File: src/rtl/mod_counter_sequencer_if.sv
// mod_counter_sequencer_if: bus between control logic (master) and the counter sequencer (slave).
// Carries the program-table write port, run control and the counter datapath handshake. Rev 1.0
`default_nettype none

interface mod_counter_sequencer_if #(
    parameter int ADDR_W = 2,
    parameter int REPS_W = 4
);
    logic              cfg_we;
    logic [ADDR_W-1:0] cfg_addr;
    logic [1:0]        cfg_mode;
    logic              cfg_dir;
    logic [REPS_W-1:0] cfg_reps;
    logic [ADDR_W-1:0] cfg_last;
    logic              start;
    logic              abort;
    logic              loop;
    logic [4:0]        cnt_val;
    logic [1:0]        cnt_mode;
    logic              cnt_dir;
    logic              cnt_clr;
    logic              cnt_en;
    logic              busy;
    logic              done;
    logic              cfg_err;
    logic [ADDR_W-1:0] cur_entry;

    modport master (
        output cfg_we, cfg_addr, cfg_mode, cfg_dir, cfg_reps, cfg_last,
        output start, abort, loop, cnt_val,
        input  cnt_mode, cnt_dir, cnt_clr, cnt_en, busy, done, cfg_err, cur_entry
    );

    modport slave (
        input  cfg_we, cfg_addr, cfg_mode, cfg_dir, cfg_reps, cfg_last,
        input  start, abort, loop, cnt_val,
        output cnt_mode, cnt_dir, cnt_clr, cnt_en, busy, done, cfg_err, cur_entry
    );
endinterface

`default_nettype wire

File: src/rtl/mod_counter_sequencer.sv
// mod_counter_sequencer: steps a small program table through the mod-2/8/10/16 counter.
// Build option MCS_LOOP_EN: restart the program from entry 0 while `loop` is high. Rev 1.0
`default_nettype none

module mod_counter_sequencer #(
    parameter int ADDR_W = 2,
    parameter int REPS_W = 4
) (
    input  wire logic             clk,
    input  wire logic             reset,
    mod_counter_sequencer_if.slave bus
);
    localparam int ENTRIES = 2 ** ADDR_W;

    typedef struct packed {
        logic [1:0]        mode;
        logic              dir;
        logic [REPS_W-1:0] reps;
    } entry_t;

    typedef enum logic [2:0] {
        S_IDLE = 3'd0,
        S_LOAD = 3'd1,
        S_RUN  = 3'd2,
        S_NEXT = 3'd3,
        S_DONE = 3'd4
    } state_t;

    state_t            state_q, state_d;
    logic [ADDR_W-1:0] idx_q, idx_d;
    logic [ADDR_W-1:0] last_q, last_d;
    logic              pend_q, pend_d;
    logic [REPS_W-1:0] wrap_cnt_q, wrap_cnt_d;
    logic [REPS_W-1:0] reps_q, reps_d;
    logic [1:0]        mode_q, mode_d;
    logic              dir_q, dir_d;
    logic              cfg_err_q, cfg_err_d;

    entry_t            tbl_q [ENTRIES];
    entry_t            cur_w;
    logic              busy_w;
    logic              tbl_we_w;
    logic [4:0]        nm1_w;
    logic [4:0]        term_w;

    assign busy_w   = (state_q == S_LOAD) || (state_q == S_RUN) || (state_q == S_NEXT);
    assign tbl_we_w = bus.cfg_we && !busy_w;
    assign cur_w    = tbl_q[idx_q];

    // The table is storage only; its contents are undefined until written.
    always_ff @(posedge clk) begin
        if (tbl_we_w) begin
            tbl_q[bus.cfg_addr] <= '{mode: bus.cfg_mode, dir: bus.cfg_dir, reps: bus.cfg_reps};
        end
    end

    always_comb begin
        nm1_w = 5'd1;
        case (mode_q)
            2'b00:   nm1_w = 5'd1;
            2'b01:   nm1_w = 5'd7;
            2'b10:   nm1_w = 5'd9;
            default: nm1_w = 5'd15;
        endcase
        term_w = dir_q ? 5'd0 : nm1_w;
    end

    // pend_q marks that entry idx_q has not been evaluated yet; clear means it just finished.
    always_comb begin
        state_d    = state_q;
        idx_d      = idx_q;
        last_d     = last_q;
        pend_d     = pend_q;
        wrap_cnt_d = wrap_cnt_q;
        reps_d     = reps_q;
        mode_d     = mode_q;
        dir_d      = dir_q;
        cfg_err_d  = bus.cfg_we && busy_w;

        if (bus.abort) begin
            state_d = S_IDLE;
        end else begin
            case (state_q)
                S_IDLE, S_DONE: begin
                    if (bus.start) begin
                        last_d  = bus.cfg_last;
                        idx_d   = '0;
                        pend_d  = 1'b1;
                        state_d = S_NEXT;
                    end else begin
                        state_d = S_IDLE;
                    end
                end
                S_NEXT: begin
                    if (pend_q && (cur_w.reps != '0)) begin
                        mode_d  = cur_w.mode;
                        dir_d   = cur_w.dir;
                        reps_d  = cur_w.reps;
                        pend_d  = 1'b0;
                        state_d = S_LOAD;
                    end else if (idx_q == last_q) begin
`ifdef MCS_LOOP_EN
                        if (bus.loop) begin
                            idx_d  = '0;
                            pend_d = 1'b1;
                        end else begin
                            state_d = S_DONE;
                        end
`else
                        state_d = S_DONE;
`endif
                    end else begin
                        idx_d  = idx_q + ADDR_W'(1);
                        pend_d = 1'b1;
                    end
                end
                S_LOAD: begin
                    wrap_cnt_d = '0;
                    state_d    = S_RUN;
                end
                S_RUN: begin
                    if (bus.cnt_val == term_w) begin
                        if (wrap_cnt_q == (reps_q - REPS_W'(1))) begin
                            state_d = S_NEXT;
                        end else begin
                            wrap_cnt_d = wrap_cnt_q + REPS_W'(1);
                        end
                    end
                end
                default: state_d = S_IDLE;
            endcase
        end
    end

    always_ff @(posedge clk or negedge reset) begin
        if (!reset) begin
            state_q    <= S_IDLE;
            idx_q      <= '0;
            last_q     <= '0;
            pend_q     <= 1'b0;
            wrap_cnt_q <= '0;
            reps_q     <= '0;
            mode_q     <= 2'b00;
            dir_q      <= 1'b0;
            cfg_err_q  <= 1'b0;
        end else begin
            state_q    <= state_d;
            idx_q      <= idx_d;
            last_q     <= last_d;
            pend_q     <= pend_d;
            wrap_cnt_q <= wrap_cnt_d;
            reps_q     <= reps_d;
            mode_q     <= mode_d;
            dir_q      <= dir_d;
            cfg_err_q  <= cfg_err_d;
        end
    end

`ifndef MCS_LOOP_EN
    logic unused_loop;
    assign unused_loop = bus.loop;
`endif

    assign bus.cnt_mode  = mode_q;
    assign bus.cnt_dir   = dir_q;
    assign bus.cnt_clr   = (state_q == S_LOAD);
    assign bus.cnt_en    = (state_q == S_RUN);
    assign bus.busy      = busy_w;
    assign bus.done      = (state_q == S_DONE);
    assign bus.cfg_err   = cfg_err_q;
    assign bus.cur_entry = idx_q;

endmodule

`default_nettype wire

File: src/flat_wrapper.sv
// flat-port wrapper written by rule: the top's interface ports become plain ports
module mod_counter_sequencer_flat 
#(
    parameter int ADDR_W = 2,
    parameter int REPS_W = 4
)
  (clk, reset, bus_cfg_we, bus_cfg_addr, bus_cfg_mode, bus_cfg_dir, bus_cfg_reps, bus_cfg_last, bus_start, bus_abort, bus_loop, bus_cnt_val, bus_cnt_mode, bus_cnt_dir, bus_cnt_clr, bus_cnt_en, bus_busy, bus_done, bus_cfg_err, bus_cur_entry);
  mod_counter_sequencer_if #(.ADDR_W(ADDR_W), .REPS_W(REPS_W)) bus_i ();
  input  wire logic clk;
  input  wire logic reset;
  input wire logic [$bits(bus_i.cfg_we)-1:0] bus_cfg_we;
  input wire logic [$bits(bus_i.cfg_addr)-1:0] bus_cfg_addr;
  input wire logic [$bits(bus_i.cfg_mode)-1:0] bus_cfg_mode;
  input wire logic [$bits(bus_i.cfg_dir)-1:0] bus_cfg_dir;
  input wire logic [$bits(bus_i.cfg_reps)-1:0] bus_cfg_reps;
  input wire logic [$bits(bus_i.cfg_last)-1:0] bus_cfg_last;
  input wire logic [$bits(bus_i.start)-1:0] bus_start;
  input wire logic [$bits(bus_i.abort)-1:0] bus_abort;
  input wire logic [$bits(bus_i.loop)-1:0] bus_loop;
  input wire logic [$bits(bus_i.cnt_val)-1:0] bus_cnt_val;
  output wire logic [$bits(bus_i.cnt_mode)-1:0] bus_cnt_mode;
  output wire logic [$bits(bus_i.cnt_dir)-1:0] bus_cnt_dir;
  output wire logic [$bits(bus_i.cnt_clr)-1:0] bus_cnt_clr;
  output wire logic [$bits(bus_i.cnt_en)-1:0] bus_cnt_en;
  output wire logic [$bits(bus_i.busy)-1:0] bus_busy;
  output wire logic [$bits(bus_i.done)-1:0] bus_done;
  output wire logic [$bits(bus_i.cfg_err)-1:0] bus_cfg_err;
  output wire logic [$bits(bus_i.cur_entry)-1:0] bus_cur_entry;
  assign bus_i.cfg_we = bus_cfg_we;
  assign bus_i.cfg_addr = bus_cfg_addr;
  assign bus_i.cfg_mode = bus_cfg_mode;
  assign bus_i.cfg_dir = bus_cfg_dir;
  assign bus_i.cfg_reps = bus_cfg_reps;
  assign bus_i.cfg_last = bus_cfg_last;
  assign bus_i.start = bus_start;
  assign bus_i.abort = bus_abort;
  assign bus_i.loop = bus_loop;
  assign bus_i.cnt_val = bus_cnt_val;
  assign bus_cnt_mode = bus_i.cnt_mode;
  assign bus_cnt_dir = bus_i.cnt_dir;
  assign bus_cnt_clr = bus_i.cnt_clr;
  assign bus_cnt_en = bus_i.cnt_en;
  assign bus_busy = bus_i.busy;
  assign bus_done = bus_i.done;
  assign bus_cfg_err = bus_i.cfg_err;
  assign bus_cur_entry = bus_i.cur_entry;
  mod_counter_sequencer #(.ADDR_W(ADDR_W), .REPS_W(REPS_W)) u_core (.clk(clk), .reset(reset), .bus(bus_i));
endmodule
File: config.mk
export PLATFORM = sky130hd
export DESIGN_NAME = mod_counter_sequencer_flat
export DESIGN_NICKNAME = d
export VERILOG_FILES = /design/src/rtl/mod_counter_sequencer_if.sv /design/src/rtl/mod_counter_sequencer.sv /design/src/flat_wrapper.sv
export SDC_FILE = /design/constraint.sdc
export NUM_CORES = 1
export LEC_CHECK = 0
export BUFFER_PORTS_ARGS = -buffer_cell sky130_fd_sc_hd__buf_2
export CORE_ASPECT_RATIO = 0.8
export CORE_MARGIN = 3
export CORE_UTILIZATION = 28
export CTS_CLUSTER_DIAMETER = 50
export DETAILED_ROUTE_END_ITERATION = 6
export REMOVE_ABC_BUFFERS = 1
export SLEW_MARGIN = 20
export SYNTH_ARGS = -nofsm -noshare
export SYNTH_HDL_FRONTEND = slang
export SYNTH_SLANG_ARGS = --single-unit
File: constraint.sdc
create_clock -name clk -period 2.8 [get_ports clk]
set_input_delay 0.28 -clock clk [delete_from_list [all_inputs] [get_ports clk]]
set_output_delay 0.28 -clock clk [all_outputs]
set_load 0.1 [all_outputs]
After elaboration in Yosys (flattened, before gate mapping)
Memory sizes are Yosys's and may differ from the RTL's.
Cells that the tools add are included.

operators by class
  $add $sub $neg = 3
  equality and inequality tests = 18
  mux-type cells = 22
  bitwise logic cells = 1
  reductions and logical operators = 18

operators by type and width
  cell                                                                 count
  3-bit two-way mux                                                    5
  4-bit two-way mux                                                    3
  3-bit case mux with 4 select lines                                   1
  4-bit case mux with 3 select lines                                   1
  3-bit AND reduction                                                  3
  2-bit two-way mux                                                    4
  2-bit != test (second input constant)                                4
  4-bit case mux with 2 select lines                                   1
  4-bit AND reduction                                                  2
  3-bit by 2-bit == test with 1-bit output (second input constant)     2
  3-bit by 2-bit != test with 1-bit output (second input constant)     2
  5-bit == test                                                        1
  1-bit two-way mux                                                    5
  5-bit AND reduction                                                  1
  4-bit by 1-bit adder with 4-bit output (second input constant)       1
  4-bit == test                                                        1
  4-bit != test (second input constant)                                1
  2-bit case mux with 2 select lines                                   1
  2-bit nonzero test                                                   2
  4-bit nonzero test                                                   1
  4-bit by 1-bit subtractor with 4-bit output (second input constant)  1
  3-bit by 1-bit == test with 1-bit output (second input constant)     1
  3-bit == test (second input constant)                                1
  1-bit logical AND                                                    3
  other kinds (13)                                                     14

storage, ports and cells
  register bits = 20
  RAM bits = 28
  memories = 1

memory list
  memory        words  bits a word  rd ports  clocked after Yosys merged registers in  wr ports  RTL line                     source
  u_core.tbl_q  4      7            1         0                                        1         mod_counter_sequencer.sv:39  entry_t tbl_q [ENTRIES];

Depth between registers and ports, before layout
  depth in word-level cells = 7
  depth in mapped cells = 7
  gate-level depth less buffers = 6

Worst setup path after synthesis
Ideal clock, no wire load.

  path type = reg-to-reg
  from = register u_core.state_q[0]
  to = register u_core.wrap_cnt_q[0]
  setup time = 134 ps
  arrival time = 3425 ps
  required time = 2666 ps
  path slack = -759 ps
  stages on the path, launching flop included = 6
  period minus slack after synthesis = 3559 ps
  cell sequence = dfrtp_1 clkbuf_1 nor3b_1 nand2b_1 nand2_1 mux2i_1

between the ends
  word-level cells in the longest chain between the ends = 3
  elaborated cells on any way between the ends = 7

ends and longest elaborated chain
  what                                          RTL line                      source
  start, declared                               mod_counter_sequencer.sv:29   state_t state_q, state_d;
  start signal, assigned                        mod_counter_sequencer.sv:147  state_q <= state_d;
  3-bit by 1-bit == test with 1-bit output (*)  n/a
  net bus_cnt_clr                               flat_wrapper.sv:23            output wire logic [$bits(bus_i.cnt_clr)-1:0] bus_cnt_clr;
  2-bit nonzero test (no line)                  n/a
  4-bit AND reduction (no line)                 n/a
  end signal, assigned                          mod_counter_sequencer.sv:151  wrap_cnt_q <= wrap_cnt_d;
  end, declared                                 mod_counter_sequencer.sv:33   logic [REPS_W-1:0] wrap_cnt_q, wrap_cnt_d;

Mark *: on every way through the listed nets, which the timed path passes. The rest lies on a longest branch.
A chain may end at the register's enable or synchronous reset.

Worst setup path after layout
  from = register u_core.idx_q[0] (netlist: u_core.bus.cur_entry[0])
  to = register u_core.idx_q[1] (netlist: u_core.bus.cur_entry[1])

between the ends
  word-level cells in the longest chain between the ends = 5
  elaborated cells on any way between the ends = 11

ends and longest elaborated chain
  what                           RTL line                      source
  start, declared                mod_counter_sequencer.sv:30   logic [ADDR_W-1:0] idx_q, idx_d;
  start signal, assigned         mod_counter_sequencer.sv:148  idx_q <= idx_d;
  memory 4 x 7 bit               n/a
  4-bit nonzero test             mod_counter_sequencer.sv:95   if (pend_q && (cur_w.reps != '0)) begin
  1-bit logical AND              mod_counter_sequencer.sv:95
  2-bit != test (no line)        n/a
  5-bit AND reduction (no line)  n/a

Parallel ways exist; a longest one is shown, timed or not. The select of a mux whose other input is x is not followed.

==> flow_metrics.py <==
metrics = {
    "synthesis": {
        "synth.top_cell.area_share_pct": 37.8,
        "synthArstFlopShare_pct": 41.7,
        "synth_warnings": 0,
        "syn-cell-area_um2": 2230,
        "ys_top_cells_by_area": "edfxtp_1 38%, dfrtp_1 22%, mux4_1 5.9%",
        "yosys-top-cells-count": "28 x edfxtp_1, 20 x dfrtp_1, 19 x nand2_1",
        "ys_seq_area_share_pct": 60.3,
        "synth_cells": 162,
        "yosys.cell_types.count": 39,
        "yosys.area.top_type": "edfxtp_1",
        "avgSynthCellArea_um2": 13.7,
        "synth-seq-cells": 48,
        "synth.most_common_cell": "edfxtp_1",
        "synth-edff-count": 28,
        "ys.flop_type": "edfxtp_1",
    },
    "worst_setup_path": {
        "path_class": "flip-flop to flip-flop",
        "cp.arrival_ns": 2.70,
        "required_ns": 2.99,
        "crit_fanout": 7,
        "end_kind": "flip-flop",
        "cp-start-kind": "flip-flop",
    },
    "cells_and_area": {
        "n_fill_cell": 775,
        "antenna_cells_inserted": 0,
        "drive_gt1_share_pct": 26.3,
        "area_growth_pct": 17.8,
        "layout.nets": 221,
        "finalNonFillerCells": 303,
    },
    "drt": {
        "via_count": 1371,
        "wl_um": 4290,
        "ant_nets": 0,
        "routedWlPerCell_um": 14.2,
        "firstDrtPassIters": 4,
        "drt_iter0_drc": 53,
        "drc": 0,
        "vias_per_cell": 4.52,
    },
    "flow_run": {
        "max_cap_violations": 0,
    },
    "timing": {
        "fin_crit_sh_pct": 89.6,
        "setup_tns_ns": 0,
        "finalCriticalPeriod_ns": 2.51,
        "rsz0062_at_grt": "false",
        "finalHoldViolations": 0,
        "setup_viol": 0,
        "worstMarginPinSlew_ns": 0.674,
        "clock_skew_ns": 0.0163,
        "relSlewSlack_pct": 54.9,
        "drv_slew": 0,
        "timing.fmax_ghz": 0.399,
        "whs_ns": 0.157,
    },
    "clocking": {
        "ctsLongestPathBuffers": 2,
        "clock_latency_ns": 0.31,
        "cts_tree": "built",
        "cts_sinks": 48,
        "cts_buffers": 5,
        "htree_levels": 2,
        "path_clk_slew_ns": 0.10,
        "cts-root-buf": "clkbuf_8",
    },
    "power": {
        "leakagePower_nw": 1.02,
        "power_density_nw_per_um2": 903,
        "ir_drop_mv": 0.299,
    },
    "grt": {
        "grt_pass1_wl_um": 7250,
        "antenna_found_initial": 0,
        "track_usage_pct": 10.3,
        "grt-ovfl-total": 0,
        "grt_pass1_vias": 1399,
        "grt_max_degree": 21,
    },
    "floorplan": {
        "fp.dieW_um": 106,
        "start_util_pct": 29.4,
        "std_cell_rows": 28,
        "dieArea_um2": 9060,
        "io-pin-count": 32,
        "fp.coreArea_um2": 7570,
        "die_y_um": 85.7,
    },
    "place": {
        "dpl.hpwl_um": 3040,
        "port_buffers": 30,
        "place_congestion": 0.741,
        "place_inst": 294,
    },
    "worst_hold_path": {
        "hold_path_class": "primary input to flip-flop",
    },
    "status": {
        "status": "finished, final reports clean",
    },
}
## logic make-up (layout without fill, tap and decap cells)
logic type	after synthesis	in the layout	share of synthesized area, %
multiplexers	14	14	11.8
AND/OR/NAND/NOR	50	50	11.9
buffers and inverters	13	49	2.92
XOR/XNOR	10	10	3.93
adder cells (fa/ha/maj)	2	2	1.12
AO/OA/AOI/OAI	25	25	8.10
flip-flops	48	48	60.3
## power breakdown
| group | internal, mW | switching, mW |
|---|---|---|
| clock network | 0.292 | 0.239 |
| logic | 0.258 | 0.607 |
| registers | 0.866 | 0.107 |
| total | 1.42 | 0.953 |
## path summary, 6_finish.rpt
kind / slack [ns] / depth (start not counted) / start / end
max in group asynchronous: 2.00 / 2 / reset / u_core.bus.cfg_err
worst min-delay path: 0.16 / 3 / bus_cfg_last[1] / u_core.last_q[1]
worst max-delay path: 0.29 / 5 / u_core.bus.cur_entry[0] / u_core.bus.cur_entry[1]
min in group asynchronous: 0.47 / 2 / reset / u_core.reps_q[2]
worst min register to register: 0.52 / 2 / u_core.last_q[0] / u_core.last_q[0]
worst max register to register: 0.29 / 5 / u_core.bus.cur_entry[0] / u_core.bus.cur_entry[1]
## through the flow
| stage | worst slack [ns] | utilization, % | cell area [um^2] | total power [mW] |
|---|---|---|---|---|
| finish | 0.292 | 34.7 | 2620 | 2.37 |
| floorplan | -0.640 | - | 2190 | 1.67 |
| global placement | 0.335 | 32.9 | 2490 | 1.84 |
| CTS | 0.286 | 34.7 | 2620 | 2.39 |
| global route | 0.205 | 34.7 | 2620 | 2.51 |
| detailed placement | 0.348 | 32.9 | 2490 | 1.85 |
## timing repair
action                                 in CTS  in global routing
endpoints found under the hold margin      20                  0
hold buffers                                1                  0
setup buffers                               0                  0
gates resized for setup                     0                  0
## metal layers
| metal | vias up | global-route usage, % | part of all wire (%) |
|---|---|---|---|
| li1 | 675 | - | - |
| met1 | 663 | 14.5 | 50 |
| met2 | 30 | 15.6 | 46 |
| met3 | 3 | 3.09 | 3.7 |
| met4 | 0 | 2.82 | 0.61 |
| met5 | - | 0 | 0 |
## cell type report
type / count / area [um^2] / area share (%)
Clock buffer: 6 / 82.6 / 3.15
Inverter: 7 / 26.3 / 1.00
Tap cell: 105 / 131 / 5.01
Sequential cell: 48 / 1340 / 51.1
Multi-Input combinational cell: 101 / 820 / 31.2
Timing Repair Buffer: 34 / 183 / 6.97
Clock inverter: 2 / 38.8 / 1.48
## placed cells by master (no fill, tap or decap), drive strengths merged, types with 4 or more instances in the layout
| cell | netlist | final |
|---|---|---|
| mux4 | 7 | 7 |
| xor2 | 5 | 5 |
| xnor2 | 5 | 5 |
| nand2 | 19 | 19 |
| inv | 7 | 7 |
| a21oi | 4 | 4 |
| buf | 2 | 33 |
| clkbuf | 4 | 6 |
| nor3 | 7 | 7 |
| mux2 | 4 | 4 |
| edfxtp | 28 | 28 |
| nor2 | 6 | 6 |
| o21ai | 10 | 10 |
| nand2b | 5 | 5 |
| dfrtp | 20 | 20 |
## flip-flops by register name (all words and copies together) (netlist names)
signal and count:
u_core.reps_q 4, u_core.bus.cnt_mode 2, u_core.bus.cfg_err 1, u_core.pend_q 1
u_core.bus.cur_entry 2, u_core.wrap_cnt_q 4, u_core.last_q 2, u_core.bus.cnt_dir 1
u_core.state_q 3, u_core.tbl_q 28
## worst max-delay path, cell delays in order, from the launching register on
cell and delay [ns]:
dfrtp_1 0.58, mux4_1 0.66, o41a_1 0.52, nand2b_4 0.18, o311ai_1 0.31, o41ai_2 0.13
Note: power is estimated with default switching activity, not from simulation.
